--- src/rtl/evt_merge_pkg.sv ---
// evt_merge_pkg: shared FSM state type and saturating-add helper for event_merge_arbiter.
package evt_merge_pkg;
  typedef enum logic {IDLE, PRESENT} state_e;
  function automatic logic [31:0] sat_inc(input logic [31:0] a, input logic [31:0] b, input logic [31:0] max);
    logic [32:0] s;
    s = {1'b0, a} + {1'b0, b};
    return (s > {1'b0, max}) ? max : s[31:0];
  endfunction
endpackage

--- src/rtl/event_merge_arbiter_rr_pick.sv ---
// rr_pick: combinational round-robin picker, first set req bit searching upward from ptr_i+1 with wrap.
module rr_pick #(
  parameter int N_SRC = 4,
  parameter int ID_W  = $clog2(N_SRC)
) (
  input  logic [N_SRC-1:0] req_i,
  input  logic [ID_W-1:0]  ptr_i,
  output logic             any_o,
  output logic [ID_W-1:0]  idx_o
);
  logic [ID_W-1:0] j;
  // Scan from farthest to nearest so the nearest set bit wins.
  always_comb begin
    any_o = 1'b0;
    idx_o = '0;
    j = '0;
    for (int k = N_SRC; k >= 1; k--) begin
      j = ID_W'((int'(ptr_i) + k) % N_SRC);
      if (req_i[j]) begin
        any_o = 1'b1;
        idx_o = j;
      end
    end
  end
endmodule

--- src/rtl/event_merge_arbiter.sv ---
// event_merge_arbiter: merges N_SRC single-cycle event sources into one valid/ready stream tagged with source ID.
// Optional EVT_EDGE_DETECT_EN: treat ev_in as levels and fire on rising edges.
module event_merge_arbiter
  import evt_merge_pkg::*;
#(
  parameter int N_SRC = 4,
  parameter int CNT_W = 8,
  parameter int ID_W  = $clog2(N_SRC)
) (
  input  logic             clk,
  input  logic             rst,
  input  logic [N_SRC-1:0] ev_in,
  input  logic [N_SRC-1:0] ev_mask,
  output logic             out_valid,
  input  logic             out_ready,
  output logic [ID_W-1:0]  out_id,
  output logic [N_SRC-1:0] pending,
  output logic [N_SRC-1:0] ovf,
  output logic [CNT_W-1:0] drop_cnt,
  input  logic             drop_clr
);
  localparam logic [CNT_W-1:0] CNT_MAX = '1;
  localparam logic [ID_W-1:0]  RR_RST  = ID_W'(N_SRC - 1);
  state_e           state_q, state_d;
  logic [N_SRC-1:0] ev, pend_q, pend_d, clr_v, drop, ovf_q, ovf_d;
  logic [ID_W-1:0]  rr_q, rr_d, id_q, id_d, idx;
  logic [CNT_W-1:0] cnt_q, cnt_d;
  logic             any, load;
`ifdef EVT_EDGE_DETECT_EN
  logic [N_SRC-1:0] ev_q;
  // All-ones reset keeps a level already high at reset release from firing.
  always_ff @(posedge clk) ev_q <= rst ? '1 : ev_in;
  assign ev = ev_in & ~ev_q & ~ev_mask;
`else
  assign ev = ev_in & ~ev_mask;
`endif
  rr_pick #(.N_SRC(N_SRC), .ID_W(ID_W)) u_pick (
    .req_i(pend_q),
    .ptr_i(rr_q),
    .any_o(any),
    .idx_o(idx)
  );
  always_ff @(posedge clk) begin
    if (rst) begin
      state_q <= IDLE;
      pend_q  <= '0;
      ovf_q   <= '0;
      cnt_q   <= '0;
      rr_q    <= RR_RST;
      id_q    <= '0;
    end else begin
      state_q <= state_d;
      pend_q  <= pend_d;
      ovf_q   <= ovf_d;
      cnt_q   <= cnt_d;
      rr_q    <= rr_d;
      id_q    <= id_d;
    end
  end
  // A new winner loads whenever the output slot is free or being emptied this edge.
  always_comb begin
    load    = any & ((state_q == IDLE) | out_ready);
    state_d = load ? PRESENT : (out_ready ? IDLE : state_q);
  end
  always_comb begin
    clr_v  = load ? (N_SRC'(1) << idx) : '0;
    drop   = ev & pend_q & ~clr_v;
    pend_d = (pend_q & ~clr_v) | ev;
    ovf_d  = (drop_clr ? '0 : ovf_q) | drop;
    cnt_d  = CNT_W'(sat_inc(32'(drop_clr ? '0 : cnt_q), 32'($countones(drop)), 32'(CNT_MAX)));
    rr_d   = load ? idx : rr_q;
    id_d   = load ? idx : id_q;
  end
  always_comb begin
    out_valid = (state_q == PRESENT);
    out_id    = id_q;
    pending   = pend_q;
    ovf       = ovf_q;
    drop_cnt  = cnt_q;
  end
endmodule

--- config.mk ---
export PLATFORM = sky130hd
export DESIGN_NAME = event_merge_arbiter
export DESIGN_NICKNAME = d
export VERILOG_FILES = /design/src/rtl/evt_merge_pkg.sv /design/src/rtl/event_merge_arbiter_rr_pick.sv /design/src/rtl/event_merge_arbiter.sv
export SDC_FILE = /design/constraint.sdc
export NUM_CORES = 1
export LEC_CHECK = 0
export CAP_MARGIN = 20
export CORE_ASPECT_RATIO = 0.8
export CORE_MARGIN = 1.5
export CORE_UTILIZATION = 32
export DETAILED_ROUTE_END_ITERATION = 8
export PLACE_DENSITY = 0.55
export RECOVER_POWER = 25
export SLEW_MARGIN = 5
export SYNTH_ARGS = -nofsm -noshare
export SYNTH_HDL_FRONTEND = slang
export SYNTH_SLANG_ARGS = --single-unit
--- constraint.sdc ---
create_clock -name clk -period 4.3 [get_ports clk]
set_input_delay 0.43 -clock clk [delete_from_list [all_inputs] [get_ports clk]]
set_output_delay 0.43 -clock clk [all_outputs]
set_load 0.05 [all_outputs]
* Word level (Yosys, flattened, before mapping)
Cells that the tools add are included.
Word-level totals: logic and storage cells 54, flip-flop bits (word level) 21
Cells by class: reduce and logical (&&, ||, !) cells 1, magnitude comparators 5, $add $sub $neg 8, multiplexer cells 22, bitwise logic cells 11, shifts and indexed selects 1
Operator list (number):
- AND 4 bit | 4
- 2-to-1 mux 8 bit | 2
- less-than comparator 2 x 3 -> 1 bit, second input constant | 4
- 2-to-1 mux 1 bit | 10
- adder 8 x 3 -> 9 bit | 1
- > comparator 9 x 8 -> 1 bit, second input constant | 1
- binary-select mux 1 bit (select 2 bit) | 4
- 2-to-1 mux 2 bit | 4
- 2-to-1 mux 4 bit | 2
- NOT 4 bit | 2
- OR 4 bit | 2
- adder 1 x 1 -> 2 bit | 2
- adder 2 x 1 -> 2 bit, second input constant | 2
- adder 2 bit, second input constant | 2
- left shift 1 x 2 -> 4 bit, first input constant | 1
- adder 2 x 2 -> 3 bit | 1
- nonzero test 2 bit | 1
- AND 1 bit | 1
- NOT 1 bit | 1
- OR 1 bit | 1

* Logic depth before layout (Yosys ltp)
Gate-level depths: netlist of the first run.
depth after elaboration 16, mapped depth 15

* Hierarchy
Synthesis of the first run repeated with hierarchy kept, for this count alone.
Second synthesis, totals: cells, all modules 117, area, all modules 1029.7 µm²
By module, submodules not included:
- event_merge_arbiter | instances 1, cells an instance 103, sequential area each 420.4 µm², area each 938.4 µm²
- rr_pick | instances 1, cells an instance 14, sequential area each 0.0 µm², area each 91.3 µm²

* Worst setup path before layout of the first run
OpenSTA, ideal clock, no wires.
path kind reg-to-reg, from register pend_q[3], in the netlist pending[3], to register cnt_q[3], in the netlist drop_cnt[3], data required time 4235 ps, stages on the path, launching flop included 16, path buffers 0, data arrival time 3596 ps, period minus slack after synthesis 3661 ps, setup slack 639 ps, library setup time 65 ps, cell sequence dfxtp_1 a21bo_2 a21oi_1 nor2_1 o2111ai_1 inv_1 fa_1 inv_1 fa_1 inv_1 fa_1 nand4_1 nor3b_1 nand3_1 o21a_1 nor2_1
On the way: longest elaborated chain between the ends 15, elaborated cells on any way between the ends 28
RTL lines:
- start: declaration | line event_merge_arbiter.sv:25 | logic [N_SRC-1:0] ev, pend_q, pend_d, clr_v, drop, ovf_q, ovf_d;
- start signal: assignment | line event_merge_arbiter.sv:53 | pend_q <= pend_d;
- binary-select mux 1 bit (select 2 bit) | line event_merge_arbiter_rr_pick.sv:19 | if (req_i[j]) begin
- 2-to-1 mux 1 bit (implied by the code) | line event_merge_arbiter_rr_pick.sv:19
- 2-to-1 mux 2 bit or 2-to-1 mux 1 bit (tied branches) (4 in series) | line event_merge_arbiter_rr_pick.sv:19
- left shift 1 x 2 -> 4 bit or AND 1 bit (tied branches) | line event_merge_arbiter.sv:66, event_merge_arbiter.sv:62
- 2-to-1 mux 4 bit | line event_merge_arbiter.sv:66 | clr_v = load ? (N_SRC'(1) << idx) : '0;
- NOT 4 bit | line event_merge_arbiter.sv:67 | drop = ev & pend_q & ~clr_v;
- AND 4 bit * | line event_merge_arbiter.sv:67
- adder 1 x 1 -> 2 bit (implied by the code) | line event_merge_arbiter.sv:70 | cnt_d = CNT_W'(sat_inc(32'(drop_clr ? '0 : cnt_q), 32'($countones(drop)), 32'(CNT_MAX)));
- adder 2 x 2 -> 3 bit (implied by the code) * | line event_merge_arbiter.sv:70
- adder 8 x 3 -> 9 bit * | line evt_merge_pkg.sv:6 | s = {1'b0, a} + {1'b0, b};
- > comparator 9 x 8 -> 1 bit | line evt_merge_pkg.sv:7 | return (s > {1'b0, max}) ? max : s[31:0];
- 2-to-1 mux 8 bit * | line evt_merge_pkg.sv:7
- end signal: assignment | line event_merge_arbiter.sv:55 | cnt_q <= cnt_d;
- end: declaration | line event_merge_arbiter.sv:27 | logic [CNT_W-1:0] cnt_q, cnt_d;
Every way passes the cells marked *; elsewhere a longest branch is shown, timed or not. The select of a mux whose other input is x is not followed. A chain may end at the register's enable or synchronous reset.

* Worst setup path after layout of the first run
from input out_ready, to register cnt_q[7], in the netlist drop_cnt[7]
On the way: longest elaborated chain between the ends 10, elaborated cells on any way between the ends 11
RTL lines:
- start: declaration | line event_merge_arbiter.sv:15 | input logic out_ready,
- OR 1 bit * | line event_merge_arbiter.sv:62 | load = any & ((state_q == IDLE) | out_ready);
- AND 1 bit * | line event_merge_arbiter.sv:62
- 2-to-1 mux 4 bit * | line event_merge_arbiter.sv:66
- NOT 4 bit * | line event_merge_arbiter.sv:67
- AND 4 bit * | line event_merge_arbiter.sv:67
- adder 1 x 1 -> 2 bit (implied by the code) | line event_merge_arbiter.sv:70
- adder 2 x 2 -> 3 bit (implied by the code) * | line event_merge_arbiter.sv:70
- adder 8 x 3 -> 9 bit * | line evt_merge_pkg.sv:6
- > comparator 9 x 8 -> 1 bit | line evt_merge_pkg.sv:7
- 2-to-1 mux 8 bit * | line evt_merge_pkg.sv:7
Every way passes the cells marked *; elsewhere a longest branch is shown, timed or not.

==> reports/results.txt, run 1 <==
RSZ-0062 raised after global routing -> false
CTS tree -> built
cell row count -> 18
Syn Nets -> 137
postcts setup bufs -> 0
# DRC -> 0
Hold Vio Cnt, Final -> 0
Peak supply drop -> 0.214 mV
fin area -> 0.00148 mm^2
pin count of the biggest net entering global routing -> 24
measured slew at the worst slew-check pin -> 868 ps
critical path fanouts, max -> 7
Root Driver -> clkbuf_8
# clock sinks -> 21
Final Cycle Share -> 0.879
outcome -> finished, final reports clean
via density per instance -> 4.97
H-tree levels -> 1
critical path data required time -> 4490 ps
cell count after synthesis -> 121
Ports -> 31
Top FF cell, synth -> dfxtp_1
Placement Cell Area -> 0.00145 mm^2
first-pass GRT wire length -> 4.20 mm
TritonCTS buffer count -> 3
number of synthesized flops with an enable pin -> 0
Yosys reg bits -> 21
die height -> 55.8 um
worst hold-check path type -> reg -> reg
area grow syn2layout -> 33.0%
P_sw -> 0.000151 W
Post-synth top cells -> dfxtp_1 (21), a21oi_1 (14), nand2b_1 (14)
YS warnings -> 0
buffers added on ports -> 30
Reg area -> 420 um^2
routed wire length -> 2.44 mm
CP Data Arrival Time -> 3970 ps
multi-input logic area -> 641 um^2
Layout fillers -> 321
sequential share of the synthesized area -> 0.377
die width -> 69.0 um
Max Clock Skew -> 2.60 ps
MaxCap Viol Count -> 0
Slew HR -> 0.419
antenna diode count -> 0
met1 WL -> 1.31 mm
largest cells by area after synthesis -> dfxtp_1 (38%), nand2b_1 (7.9%), a21oi_1 (6.3%), fa_1 (5.4%), nor2b_1 (2.8%)
Pint -> 0.000324 W
Clk pwr share -> 0.276
total global routing track utilization -> 0.144
Crit Path Class -> in -> reg
gp weighted congestion -> 0.744
number of antenna violations at the first check in global routing -> 0
HPWL Detailed -> 1.83 mm
Max Freq -> 0.265 GHz
leading area contributor after synthesis -> dfxtp_1
CP endpoint kind -> flip-flop
met3 wire length -> 110 um
DR WL/cell -> 12.7 um
Net count, final -> 169
pwr dens -> 321 mW/mm^2
worst skew pair latency -> 260 ps
GR Overflow Total -> 0
Starting DRT DRC Count -> 47
setup tns final -> 0 ps
final slew viol count -> 0
Mapped Area -> 0.00111 mm^2
switching part of the total -> 0.318
die area -> 0.00385 mm^2
Seq pwr share -> 0.463
Tmin final -> 3780 ps
Static Leak -> 0.553 nW
ANT nets after route -> 0
CP Launch Type -> input pin
clock buffer depth -> 2
Logic pwr share -> 0.261
most common cell in the synthesized netlist -> dfxtp_1
async set or reset register ratio after synthesis -> 0
post-synth cell types -> 40
vias in the first global route -> 889
# setup viols final -> 0
fraction of layout instances using a drive strength above 1 -> 0.0789
Avg Inst Size Synth -> 9.21 um^2
CTS hold repair buffers -> 0
Initial Utilization -> 0.349
Clock transition at path regs -> 80 ps
core area -> 0.00320 mm^2
Top Layer Used -> met4
area fraction of the dominant cell type after synthesis -> 0.377
Vias -> 954
post-CTS sizing -> 0
first-pass iteration count of the detailed router -> 4
met2 routed WL -> 1.01 mm
## state kept, by name, indices dropped and copies added, names as in the netlist
| register | count |
|---|---|
| rr_q | 2 |
| drop_cnt | 8 |
| out_id | 2 |
| ovf | 4 |
| pending | 4 |
| out_valid | 1 |
## through the flow
stage / utilization / instances / hold WS, ps / power, W / worst slack (ps)
6_report: 0.464 / 192 / 482 / 0.000475 / 521
5_1_grt: 0.464 / 192 / 506 / 0.000503 / 159
4_1_cts: 0.469 / 192 / 472 / 0.000490 / 586
3_5_place_dp: 0.455 / 188 / 456 / 0.000354 / 361
3_3_place_gp: 0.455 / 188 / 465 / 0.000354 / 357
2_1_floorplan: - / 121 / 504 / 0.000313 / 639
## critical path, stage by stage
cell and delay, ps:
clkdlybuf4s50_1 440, or2b_2 110, and2b_1 200, nand2b_1 150, o2111ai_1 270, inv_1 90, fa_1 490, inv_1 60
fa_1 430, inv_1 80, fa_1 220, nand4_1 100, nor3b_1 320, nand3_1 310, o21a_1 200, nor2_1 70
## power by group through the flow
stage               sequential (W)  clock (W)  combinational, W
floorplan                 0.000253          0         0.0000593
global placement          0.000224          0          0.000129
detailed placement        0.000225          0          0.000129
CTS                       0.000220   0.000140          0.000130
global route              0.000222   0.000146          0.000135
finish                    0.000220   0.000131          0.000124
## cell families after synthesis
group           share of synthesized area
flops                               0.377
mux                               0.00898
xor+xnor                           0.0393
fa+ha+maj                          0.0651
buf+inv                            0.0337
simple gates                        0.279
compound gates                      0.196
## final timing paths
check	depth (start not counted)	to	from	slack, ps
min reg2reg	2	out_id[1]	out_id[1]	480
min	2	out_id[1]	out_id[1]	480
max reg2reg	14	drop_cnt[7]	pending[3]	550
max	16	drop_cnt[7]	out_ready	520
## cell usage in the layout, fill, tap and decap left out, types with 4 or more instances in the layout
cell	Yosys	routed
clkdlybuf4s50_1	0	29
dfxtp_1	21	21
nand2b_1	14	15
a21oi_1	14	14
inv_1	7	7
nor2_1	7	7
nor2b_1	5	5
nand2_1	4	4
## final cells by class
cell class              count  share of cell area
clock buffers               4              0.0304
multi-input cells          90               0.432
inverters                   7              0.0177
repair buffers             30               0.203
flip-flops and latches     21               0.284
well taps                  40              0.0338
## routing by layer
| metal | up-vias | GRT usage |
|---|---|---|
| met5 | - | 0 |
| met4 | 0 | 0.0336 |
| met3 | 2 | 0.0425 |
| met2 | 23 | 0.198 |
| met1 | 441 | 0.220 |
| li1 | 488 | - |
(Power assumes the default switching activity.)
==> inputs of run 2 (changes only) <==
clock period = 4.5 ns   (was 4.3 ns; I/O delays follow)
==> run 2 against run 1 <==
Effect of this change:
- wire length shrank 0.33%
- combinational power about the same
- cell count did not move
- via count down 0.84%
- sequential share of layout area is 0.14 points lower
- critical path depth unchanged
- count of clock-buffer cells in the layout unchanged
- sequential cell count unchanged
- clock skew grew 2.5 ps
- non-clock buffer count is the same
- global-route usage down 0.56 points
- first-iteration DRC count is 43% lower
- highest routed layer unchanged
==> reports/results.txt, run 2 (synthesis gave the netlist of run 1 again) <==
outcome -> finished, final reports clean
WHS Endpoint -> out_id[1]
Peak supply drop -> 0.158 mV
Crit Path Class -> in -> reg
Tmin final -> 3870 ps
Max Freq -> 0.258 GHz
fin area -> 0.00149 mm^2
most common cell after layout, fill and taps aside -> clkdlybuf4s50_1
routed wire length -> 2.43 mm
vias in the first global route -> 917
postcts setup bufs -> 0
Worst R2R Start -> pending[3]
max FFs per register -> 8
Power, Total -> 0.000454 W
worst skew pair latency -> 260 ps
worst hold-check path type -> reg -> reg
CP Data Arrival Time -> 4060 ps
via density per instance -> 4.93
Slew HR -> 0.428
setup tns final -> 0 ps
CP endpoint kind -> flip-flop
Final Cycle Share -> 0.860
P_sw -> 0.000144 W
switching part of the total -> 0.316
# DRC -> 0
Starting DRT DRC Count -> 27
Cell Count, Final, Fillers Out -> 192
Vias -> 946
Clk pwr share -> 0.271
Logic pwr share -> 0.266
# setup viols final -> 0
antenna diode count -> 0
Pint -> 0.000311 W
MaxCap Viol Count -> 0
Hold Path Origin -> out_id[1]
pwr dens -> 305 mW/mm^2
Placement Cell Area -> 0.00145 mm^2
total global routing track utilization -> 0.139
CTS hold repair buffers -> 0
TritonCTS buffer count -> 3
number of antenna violations at the first check in global routing -> 0
clock buffer depth -> 2
Net count, final -> 169
die height -> 55.8 um
RSZ-0062 raised after global routing -> false
pin count of the biggest net entering global routing -> 24
cell row count -> 18
Static Leak -> 0.561 nW
H-tree levels -> 1
Reg2Reg Depth -> 14
Ports -> 31
Seq pwr share -> 0.463
R2R setup slack -> 640 ps
die area -> 0.00385 mm^2
fraction of layout instances using a drive strength above 1 -> 0.0855
Initial Utilization -> 0.349
Max Clock Skew -> 5.06 ps
core area -> 0.00320 mm^2
area grow syn2layout -> 33.7%
DR WL/cell -> 12.7 um
critical path fanouts, max -> 7
HPWL Detailed -> 1.83 mm
ANT nets after route -> 0
gp weighted congestion -> 0.769
GR Overflow Total -> 0
Root Driver -> clkbuf_8
final slew viol count -> 0
first-pass iteration count of the detailed router -> 4
first-pass GRT wire length -> 4.11 mm
r2r endpoint -> drop_cnt[3]
Clock transition at path regs -> 80 ps
CTS tree -> built
post-CTS sizing -> 0
buffers added on ports -> 30
critical path data required time -> 4690 ps
# clock sinks -> 21
CP Launch Type -> input pin
Worst Hold Depth -> 2
die width -> 69.0 um
measured slew at the worst slew-check pin -> 856 ps
placed insts -> 188
most frequent cells in the layout -> clkdlybuf4s50_1 (29), dfxtp_1 (21), nand2b_1 (14), a21oi_1 (14)
Hold Vio Cnt, Final -> 0
## run 2: cell type report
cell class / instances / area, um^2
clock buffer: 4 / 45.0
timing repair buffer: 30 / 300
sequential: 21 / 420
multi-input combinational: 90 / 648
fill: 316 / 1710
tap: 40 / 50.0
inverter: 7 / 26.3
## run 2: critical path: stages
cell and delay (ps):
clkdlybuf4s50_1 440, or2b_2 110, and2b_1 260, nand2b_4 110, o2111ai_1 260, inv_1 90
fa_1 480, inv_1 50, fa_1 430, inv_1 80, fa_1 230, nand4_1 100
nor3b_1 370, nand3_1 330, o21a_1 190, nor2_1 80
## run 2: per-layer routing
layer	GRT usage	wire (um)	part of all wire
met3	0.0445	135	0.055
met4	0.0168	13	0.0053
met1	0.194	1250	0.51
met2	0.214	1040	0.43
met5	0	0	0
## run 2: through the flow
stage	hold slack (ps)	setup slack, ps	utilization
finish	468	629	0.466
global route	494	183	0.466
CTS	473	666	0.469
detailed placement	452	454	0.455
global placement	458	548	0.455
floorplan	504	839	-
## run 2: power by group through the flow
stage               clock, W  combinational, W  sequential, W
finish              0.000123          0.000121       0.000210
detailed placement         0          0.000123       0.000215
global route        0.000134          0.000131       0.000213
CTS                 0.000128          0.000124       0.000211
floorplan                  0         0.0000567       0.000242
global placement           0          0.000122       0.000214
## run 2: worst max-delay path by stage
stage                        to  cells after the start       start
floorplan           drop_cnt[3]                     15  pending[3]
global placement    drop_cnt[7]                     16   out_ready
detailed placement  drop_cnt[7]                     16   out_ready
CTS                 drop_cnt[7]                     15  pending[3]
global route        drop_cnt[3]                     14  pending[3]
finish              drop_cnt[3]                     16   out_ready
==> inputs of run 3 (changes only) <==
SLEW_MARGIN = 20   (was 5)
==> results of run 3 <==
Same layout as run 2: the final DEF is identical, and so are final timing and power.
